===== src/rtl/mem_arb_pkg.sv =====
// ---------------------------------------------------------------------------
// mem_arb_pkg
// Shared types for the main-memory arbiter and its read-tag pipe.
//   arb_state_t : arbitration mode (data priority / fetch boost)
//   owner_t     : which requester owns an in-flight read
//   tag_t       : {valid, owner} record carried alongside each memory access
//   STARVE_W    : width of the fetch starvation counter
//   flush_tag() : drops the valid bit of a fetch-owned tag when flushing
// ---------------------------------------------------------------------------
package mem_arb_pkg;

    localparam int STARVE_W = 4;

    typedef enum logic [0:0] {
        DATA_PRI = 1'b0,
        BOOST    = 1'b1
    } arb_state_t;

    typedef enum logic [0:0] {
        OWN_DATA  = 1'b0,
        OWN_FETCH = 1'b1
    } owner_t;

    typedef struct packed {
        logic   valid;
        owner_t owner;
    } tag_t;

    localparam tag_t TAG_IDLE = '{valid: 1'b0, owner: OWN_DATA};

    // A pipeline flush kills fetch returns only; data returns keep flowing.
    function automatic tag_t flush_tag(input tag_t t, input logic flush);
        tag_t r;
        r = t;
        if (flush && (t.owner == OWN_FETCH)) begin
            r.valid = 1'b0;
        end
        return r;
    endfunction

endpackage


===== src/rtl/mem_tag_pipe.sv =====
// ---------------------------------------------------------------------------
// mem_tag_pipe
// RD_LAT-deep shift register of read tags that tracks who owns each memory
// read in flight, so the read data returning RD_LAT cycles later can be
// steered to the right requester. A flush invalidates every fetch-owned tag
// (including the one being pushed) at the clock edge, and suppresses a
// fetch return sitting at the head during the flush cycle itself.
//
// Ports:
//   clk, rst_n    : clock, synchronous active-low reset
//   i_push_valid  : a read is issued this cycle (writes push an invalid tag)
//   i_push_fetch  : the issued access belongs to instruction fetch
//   i_flush       : discard in-flight fetch returns
//   o_d_rvalid    : data-owned read returns this cycle
//   o_f_rvalid    : fetch-owned read returns this cycle
// ---------------------------------------------------------------------------
module mem_tag_pipe
    import mem_arb_pkg::*;
#(
    parameter int RD_LAT = 1   // legal range 1..4
) (
    input  logic clk,
    input  logic rst_n,
    input  logic i_push_valid,
    input  logic i_push_fetch,
    input  logic i_flush,
    output logic o_d_rvalid,
    output logic o_f_rvalid
);

    tag_t r_pipe [RD_LAT];
    tag_t w_push_tag;
    tag_t w_head;

    always_comb begin
        w_push_tag.valid = i_push_valid;
        w_push_tag.owner = i_push_fetch ? OWN_FETCH : OWN_DATA;
    end

    // NOTE: this tag array is control state (its valid bits create rvalid
    // pulses), so every entry is reset; a pure data RAM would not need it.
    always_ff @(posedge clk) begin
        if (!rst_n) begin
            for (int i = 0; i < RD_LAT; i++) begin
                r_pipe[i] <= TAG_IDLE;
            end
        end else begin
            // NOTE: non-blocking assignments let every stage sample the
            // previous stage's old value, which is what makes this a shift.
            r_pipe[0] <= flush_tag(w_push_tag, i_flush);
            for (int i = 1; i < RD_LAT; i++) begin
                r_pipe[i] <= flush_tag(r_pipe[i-1], i_flush);
            end
        end
    end

    assign w_head = r_pipe[RD_LAT-1];

    assign o_d_rvalid = w_head.valid && (w_head.owner == OWN_DATA);
    // The flush edge has not yet cleared the head, so mask it here.
    assign o_f_rvalid = w_head.valid && (w_head.owner == OWN_FETCH) && !i_flush;

endmodule


===== src/rtl/main_mem_arbiter.sv =====
// ---------------------------------------------------------------------------
// main_mem_arbiter
// Shares the single-port main memory between instruction fetch and the
// LD/ST data path. One requester is granted per cycle (combinationally);
// data has priority, but after STARVE_MAX consecutive denied fetch cycles
// the arbiter enters BOOST for one grant, giving fetch priority. Read data
// comes back RD_LAT cycles after the grant and is flagged to its owner by a
// tag pipe; f_flush discards in-flight fetch returns.
//
// Optional build macro: ARB_PERF_CNT_EN adds conflict_cnt / boost_cnt
// (32-bit, wrapping) performance counters. Arbitration is identical either way.
//
// Ports:
//   clk, rst_n                     : clock, synchronous active-low reset
//   d_req/d_we/d_addr/d_wdata      : data request (ST when d_we=1)
//   d_gnt/d_rvalid/d_rdata         : data grant and load return
//   f_req/f_addr                   : fetch request
//   f_gnt/f_rvalid/f_rdata         : fetch grant and instruction return
//   f_flush                        : discard in-flight fetch returns
//   mem_en/mem_we/mem_addr/
//   mem_wdata/mem_rdata            : single memory port
//   boost                          : fetch priority boost active
//   conflict_cnt/boost_cnt         : perf counters (ARB_PERF_CNT_EN only)
// ---------------------------------------------------------------------------
module main_mem_arbiter
    import mem_arb_pkg::*;
#(
    parameter int ADDR_W     = 16,
    parameter int DATA_W     = 16,
    parameter int RD_LAT     = 1,   // legal range 1..4
    parameter int STARVE_MAX = 3    // legal range 1..15
) (
    input  logic              clk,
    input  logic              rst_n,
    input  logic              d_req,
    input  logic              d_we,
    input  logic [ADDR_W-1:0] d_addr,
    input  logic [DATA_W-1:0] d_wdata,
    output logic              d_gnt,
    output logic              d_rvalid,
    output logic [DATA_W-1:0] d_rdata,
    input  logic              f_req,
    input  logic [ADDR_W-1:0] f_addr,
    output logic              f_gnt,
    output logic              f_rvalid,
    output logic [DATA_W-1:0] f_rdata,
    input  logic              f_flush,
    output logic              mem_en,
    output logic              mem_we,
    output logic [ADDR_W-1:0] mem_addr,
    output logic [DATA_W-1:0] mem_wdata,
    input  logic [DATA_W-1:0] mem_rdata,
    output logic              boost
`ifdef ARB_PERF_CNT_EN
    ,
    output logic [31:0]       conflict_cnt,
    output logic [31:0]       boost_cnt
`endif
);

    localparam logic [STARVE_W-1:0] STARVE_LIM = STARVE_W'(STARVE_MAX);

    arb_state_t          r_state;
    arb_state_t          w_state_nxt;
    logic [STARVE_W-1:0] r_starve;
    logic [STARVE_W-1:0] w_starve_nxt;
    logic                w_d_gnt;
    logic                w_f_gnt;
    logic                w_rd_issue;

    // ---------------------------------------------------------------
    // Grant decision: the state only picks which side wins a conflict.
    // ---------------------------------------------------------------
    always_comb begin
        // NOTE: every output of this block gets a default first, so no
        // path leaves it unassigned and no latch is inferred.
        w_d_gnt = d_req;
        w_f_gnt = f_req && !d_req;
        if (r_state == BOOST) begin
            w_f_gnt = f_req;
            w_d_gnt = d_req && !f_req;
        end
    end

    assign d_gnt  = w_d_gnt;
    assign f_gnt  = w_f_gnt;
    assign mem_en = w_d_gnt || w_f_gnt;
    assign mem_we = w_d_gnt && d_we;

    // Memory port mux; an idle port shows all-zero address and data.
    always_comb begin
        mem_addr  = '0;
        mem_wdata = '0;
        if (w_d_gnt) begin
            mem_addr  = d_addr;
            mem_wdata = d_wdata;
        end else if (w_f_gnt) begin
            mem_addr  = f_addr;
        end
    end

    // ---------------------------------------------------------------
    // Fetch starvation counter and priority FSM
    // ---------------------------------------------------------------
    always_comb begin
        w_starve_nxt = r_starve;
        if (!f_req || w_f_gnt) begin
            w_starve_nxt = '0;
        end else if (r_starve != STARVE_LIM) begin
            w_starve_nxt = r_starve + 1'b1;
        end
    end

    always_comb begin
        w_state_nxt = r_state;
        if (r_state == DATA_PRI) begin
            if (w_starve_nxt == STARVE_LIM) begin
                w_state_nxt = BOOST;
            end
        end else begin
            // BOOST is held for a single grant (or until fetch backs off).
            if (w_f_gnt || !f_req) begin
                w_state_nxt = DATA_PRI;
            end
        end
    end

    always_ff @(posedge clk) begin
        if (!rst_n) begin
            r_state  <= DATA_PRI;
            r_starve <= '0;
        end else begin
            r_state  <= w_state_nxt;
            r_starve <= w_starve_nxt;
        end
    end

    assign boost = (r_state == BOOST);

    // ---------------------------------------------------------------
    // Read return routing
    // ---------------------------------------------------------------
    assign w_rd_issue = w_f_gnt || (w_d_gnt && !d_we);

    mem_tag_pipe #(
        .RD_LAT (RD_LAT)
    ) u_tag_pipe (
        .clk          (clk),
        .rst_n        (rst_n),
        .i_push_valid (w_rd_issue),
        .i_push_fetch (w_f_gnt),
        .i_flush      (f_flush),
        .o_d_rvalid   (d_rvalid),
        .o_f_rvalid   (f_rvalid)
    );

    // Read data is shared; the rvalid strobes say whose it is.
    assign d_rdata = mem_rdata;
    assign f_rdata = mem_rdata;

`ifdef ARB_PERF_CNT_EN
    // ---------------------------------------------------------------
    // Performance counters (wrap naturally at 2^32)
    // ---------------------------------------------------------------
    logic [31:0] r_conflict_cnt;
    logic [31:0] r_boost_cnt;

    always_ff @(posedge clk) begin
        if (!rst_n) begin
            r_conflict_cnt <= '0;
            r_boost_cnt    <= '0;
        end else begin
            if (d_req && f_req) begin
                r_conflict_cnt <= r_conflict_cnt + 32'd1;
            end
            if ((r_state == DATA_PRI) && (w_state_nxt == BOOST)) begin
                r_boost_cnt <= r_boost_cnt + 32'd1;
            end
        end
    end

    assign conflict_cnt = r_conflict_cnt;
    assign boost_cnt    = r_boost_cnt;
`endif

endmodule

===== config.mk =====
export PLATFORM = sky130hd
export DESIGN_NAME = main_mem_arbiter
export DESIGN_NICKNAME = d
export VERILOG_FILES = /design/src/rtl/mem_arb_pkg.sv /design/src/rtl/mem_tag_pipe.sv /design/src/rtl/main_mem_arbiter.sv
export SDC_FILE = /design/constraint.sdc
export NUM_CORES = 1
export LEC_CHECK = 0
export ABC_AREA = 1
export CORE_MARGIN = 2
export CORE_UTILIZATION = 23
export CTS_CLUSTER_SIZE = 24
export DETAILED_ROUTE_END_ITERATION = 8
export PLACE_DENSITY = 0.9
export SLEW_MARGIN = 20
export SYNTH_ARGS = -nofsm -noshare
export SYNTH_HDL_FRONTEND = slang
export SYNTH_SLANG_ARGS = --single-unit

===== constraint.sdc =====
create_clock -name clk -period 1.5 [get_ports clk]
set_input_delay 0.225 -clock clk [delete_from_list [all_inputs] [get_ports clk]]
set_output_delay 0.225 -clock clk [all_outputs]
set_load 0.01 [all_outputs]

Word level (Yosys, flattened, before mapping)
Memories as Yosys holds them, arrays and structs flattened.
Cells that the tools add are included.
{ "totals": {"ff_bits": 5, "ram_bits": 2, "inputBits": 70, "output_inout_bits": 71, "elab_cells": 40, "mem_count": 1} }
{ "mem_list": {"columns": ["name", "words", "word_bits", "rd", "rd_clocked_by_memory_dff", "wr", "line", "rtl"], "rows": [
  ["u_tag_pipe.r_pipe", 1, 2, 1, 0, 1, "mem_tag_pipe.sv:31", "tag_t r_pipe [RD_LAT];"]
]} }
{ "classes": {"add_sub_neg": 1, "n_eq_ne": 2, "n_mux": 17, "bitwise_logic": 1, "n_reduce_logical": 16} }
{ "ops": {"columns": ["cell", "count"], "rows": [
  ["16-bit 2-to-1 mux", 3],
  ["1-bit 2-to-1 mux", 11],
  ["1-bit logical AND", 8],
  ["4-bit 2-to-1 mux", 2],
  ["4-bit by 1-bit adder with 4-bit output, second input constant", 1],
  ["4-bit by 2-bit equality test with 1-bit output, second input constant", 1],
  ["1-bit logical NOT", 4],
  ["4-bit by 2-bit != test with 1-bit output, second input constant", 1],
  ["1-bit logical OR", 3],
  ["2-bit 2-to-1 mux", 1],
  ["2-bit OR reduction", 1],
  ["1-bit inverter", 1]
]} }

Logic depth before layout (Yosys ltp)
Gate-level depths: netlist of run 1.
{ "depth": {"ltp_word": 8, "ltp_mapped": 7, "ltp_nobuf": 7} }

Cells and area by module
Synthesis of run 1 repeated with hierarchy kept, for this count alone.
{ "hier_totals": {"hier_cells": 146, "hier_area_um2": 909.6} }
{ "modules_own_cells": {"columns": ["module", "n_inst", "cells_per_inst", "area_each_um2", "seq_area_each_um2"], "rows": [
  ["main_mem_arbiter", 1, 134, 832.0, 100.1],
  ["mem_tag_pipe", 1, 12, 77.6, 40.0]
]} }

Worst setup path before layout of run 1
Ideal clock, no wire load.
{ "synth_timing": {"path_type": "reg-to-output", "startpoint": "register r_state (netlist: boost)", "endpoint": "output port mem_addr[10]", "arrival_time_ns": 1.016, "required_ns": 1.275, "slack_ns": 0.259, "path_stages_with_launch": 7, "n_path_buf": 1, "path_cell_list": "dfxtp_1 > inv_1 > nand2_1 > nand2_2 > inv_2 > buf_6 > a22o_1"} }
{ "synth_between": {"elab_chain_len": 3, "word_cells_on_any_way": 4, "classes_between": "mux (4)"} }
{ "synth_lines": {"columns": ["item", "line", "rtl"], "rows": [
  ["start, declared", "main_mem_arbiter.sv:63", "arb_state_t r_state;"],
  ["start signal, assigned", "main_mem_arbiter.sv:133", "r_state <= w_state_nxt;"],
  ["1-bit 2-to-1 mux", "main_mem_arbiter.sv:79", "if (r_state == BOOST) begin"],
  ["named net f_gnt", "main_mem_arbiter.sv:44", "output logic f_gnt,"],
  ["16-bit 2-to-1 mux", "main_mem_arbiter.sv:97", "end else if (w_f_gnt) begin"],
  ["16-bit 2-to-1 mux", "main_mem_arbiter.sv:94", "if (w_d_gnt) begin"],
  ["end, declared", "main_mem_arbiter.sv:50", "output logic [ADDR_W-1:0] mem_addr,"]
]} }
The timed path passes the listed nets, and every way through them passes these cells.

Final worst setup path of run 1
{ "layout_timing": {"startpoint": "register r_state (netlist: boost)", "endpoint": "output port mem_addr[8]"} }
{ "layout_between": {"elab_chain_len": 3, "word_cells_on_any_way": 4, "classes_between": "mux (4)"} }
{ "layout_lines": {"columns": ["item", "line"], "rows": [
  ["1-bit 2-to-1 mux", "main_mem_arbiter.sv:79"],
  ["16-bit 2-to-1 mux", "main_mem_arbiter.sv:97"],
  ["16-bit 2-to-1 mux *", "main_mem_arbiter.sv:94"]
]} }
Mark *: on every way between the ends. The rest lies on a longest branch, timed or not.

==> impl_metrics.py, run 1 <==
metrics = {
    "run_status": {
        "status": "completed",
    },
    "timing": {
        "layout_min_cycle_time_ps": 1450,
        "max-slew-margin-rel_pct": 83.4,
        "holdWs_ps": 450,
        "worst_slew_pin_slew_ps": 249,
        "setup_tns_ps": 0,
        "finalHoldViolations": 0,
        "fin_crit_sh_pct": 96.7,
        "clock.fmax_mhz": 689,
        "rsz0062_at_grt": "yes",
        "setup_violations": 0,
        "report.final.slew_viol_count": 0,
        "fin_skew_ps": 0.945,
    },
    "placed_design": {
        "port_buffers": 92,
        "dp.final_hpwl_mm": 2.45,
        "finalWeightedCongestion": 0.748,
    },
    "floorplanning": {
        "die_area_um2": 4470,
        "core-area_um2": 3720,
        "ios": 141,
        "die_h_um": 66.8,
        "die_w_um": 66.8,
        "row_count": 22,
        "start_util_pct": 24.4,
    },
    "layout": {
        "fin_nets": 287,
        "antenna_cells": 0,
        "layout-drive-gt1-share_pct": 26.5,
        "fill_cells": 385,
        "final_common_cell": "clkdlybuf4s50_1",
        "syn2layout_area_growth_pct": 79.8,
        "post-route-util_pct": 43.9,
        "final_cell_mix": "52 x clkdlybuf4s50_1, 33 x buf_2, 25 x inv_1, 25 x nor2_1",
    },
    "synth": {
        "syn_area_per_cell_um2": 6.35,
        "yosysTopAreaCell": "buf_4",
        "yosysTopAreaCellShare_pct": 26.4,
        "synth_seq_area_share_pct": 15.4,
        "syn_nets": 214,
        "synthesis.area_um2": 908,
        "synth_area_leaders": "buf_4 26%, a22o_1 15%, dfxtp_1 15%",
        "ys_types": 18,
        "yosys_warnings": 0,
        "synth_cells": 143,
        "ys_ff_latch": 7,
    },
    "critical_path": {
        "max_stage_delay_ps": 320,
        "critical_path_arrival_ps": 1230,
        "cp_slowest_cell": "dfxtp_2",
        "crit_path_max_fanout": 9,
        "path_cells": "buf_6 > nand2_4 > nand2_8 > inv_8 > a22o_1 > buf_2",
        "end_kind": "primary output",
        "required_ps": 1270,
        "path_class": "reg -> out",
        "start_kind": "register",
    },
    "route": {
        "vias": 1105,
        "ant_nets": 0,
        "drt-wirelength-per-cell_um": 11.8,
        "vias_per_cell": 4.20,
        "drtIter0Drc": 30,
        "firstDrtPassIters": 4,
        "route.detailed.drc": 0,
        "routed_wl_mm": 3.11,
    },
    "clocking": {
        "clkSlewWorstSetupHoldPaths_ps": 40,
        "clock_latency_ps": 230,
        "numCtsBuffers": 3,
        "h-tree-depth": 1,
        "tritoncts": "built",
        "clockRootBuffer": "clkbuf_8",
        "cts.sinks": 7,
        "cts_hold_buffers": 0,
        "max-clock-path-buffers": 2,
    },
    "global_route": {
        "grt.total_usage_pct": 13.7,
        "grt_max_degree": 18,
        "grt_pass1_wl_mm": 4.64,
        "antenna_found_initial": 0,
        "grt_pass1_vias": 1069,
        "grt-ovfl-total": 0,
    },
    "pwr": {
        "leakagePower_nw": 0.869,
        "vdd_drop_max_mv": 0.533,
        "power_density_nw_per_um2": 514,
    },
    "worst_hold_path": {
        "min-delay-path-class": "in -> out",
    },
    "run": {
        "max-cap-violations": 0,
    },
}
==> per-stage QoR <==
step	setup WS (ps)	instance area, um^2	total power, mW	instances
3_5_place_dp	-541	1690	0.618	255
2_1_floorplan	259	908	0.417	143
3_3_place_gp	-498	1690	0.613	255
6_report	49.6	1630	0.839	263
5_1_grt	-1.77	1630	0.882	263
4_1_cts	11.4	1620	0.842	263
==> sequential cells by signal, indices dropped and copies added (netlist names) <==
register,cells
boost,1
r_starve,4
u_tag_pipe.r_pipe,2
==> final cells by class <==
type | count | area [um^2] | share of cell area, %
tap | 48 | 60.1 | 3.68
sequential | 7 | 141 | 8.66
clock buffer | 4 | 45.0 | 2.76
timing repair inverter | 3 | 18.8 | 1.15
inverter | 27 | 114 | 6.97
multi-input combinational | 74 | 423 | 25.9
timing repair buffer | 100 | 831 | 50.9
==> critical path: cells and delay by family (launching register included) <==
kind                   cells  cell delay [ps]
buffers and inverters      3              290
flip-flops                 1              320
AO/OA/AOI/OAI              1              210
AND/OR/NAND/NOR            2              170
==> synthesized netlist by cell type, drive strengths merged <==
library cell and number:
a21oi 1, a22o 16, buf 35, dfxtp 7, ha 1, inv 27, nand2 20, nand3 6
nand4 1, nor2 27, o31ai 1, or2 1
==> report_power, final <==
part | switching (mW) | internal (mW) | total (mW)
Sequential | 0.00308 | 0.192 | 0.195
Combinational | 0.152 | 0.226 | 0.378
Clock | 0.0826 | 0.184 | 0.267
==> worst paths after layout <==
path / start / endpoint / slack [ps] / depth (start not counted)
worst max-delay path: boost$_SDFF_PN0_ / mem_addr[8] / 50 / 6
worst min-delay path: mem_rdata[7] / d_rdata[7] / 450 / 0
worst max register to register: r_starve[0]$_SDFF_PN0_ / boost$_SDFF_PN0_ / 330 / 7
worst min register to register: r_starve[3]$_SDFF_PN0_ / r_starve[3]$_SDFF_PN0_ / 600 / 4
==> routing by layer <==
| metal | wire (um) | track usage [%] | vias up |
|---|---|---|---|
| met2 | 1560 | 24.0 | 61 |
| met3 | 326 | 3.21 | 14 |
| met1 | 1140 | 15.4 | 472 |
| met4 | 75 | 6.89 | 0 |
| li1 | - | - | 558 |
| met5 | 0 | 0 | - |
==> timing repair <==
item                                    4_1_cts  5_1_grt
cloned                                        3        0
gates resized for setup                     147        7
endpoints found under the setup margin       37       22
pin swaps                                     3        1
buffers inserted                              1        0
==> logic make-up (layout without fill, tap and decap cells) <==
kind of cell | Yosys count | count (layout) | synth area share, %
buffers and inverters | 62 | 134 | 40.9
flip-flops | 7 | 7 | 15.4
adder cells (fa/ha/maj) | 1 | 1 | 1.38
AO/OA/AOI/OAI | 18 | 18 | 16.8
AND/OR/NAND/NOR | 55 | 55 | 25.5
No activity file was read; power rests on OpenSTA's default activity.
==> run 2, diff against run 1 <==
CTS_CLUSTER_SIZE = 30   (was 24)
==> results of run 2 <==
Same layout as run 1: the final DEF is identical, and so are final timing and power.
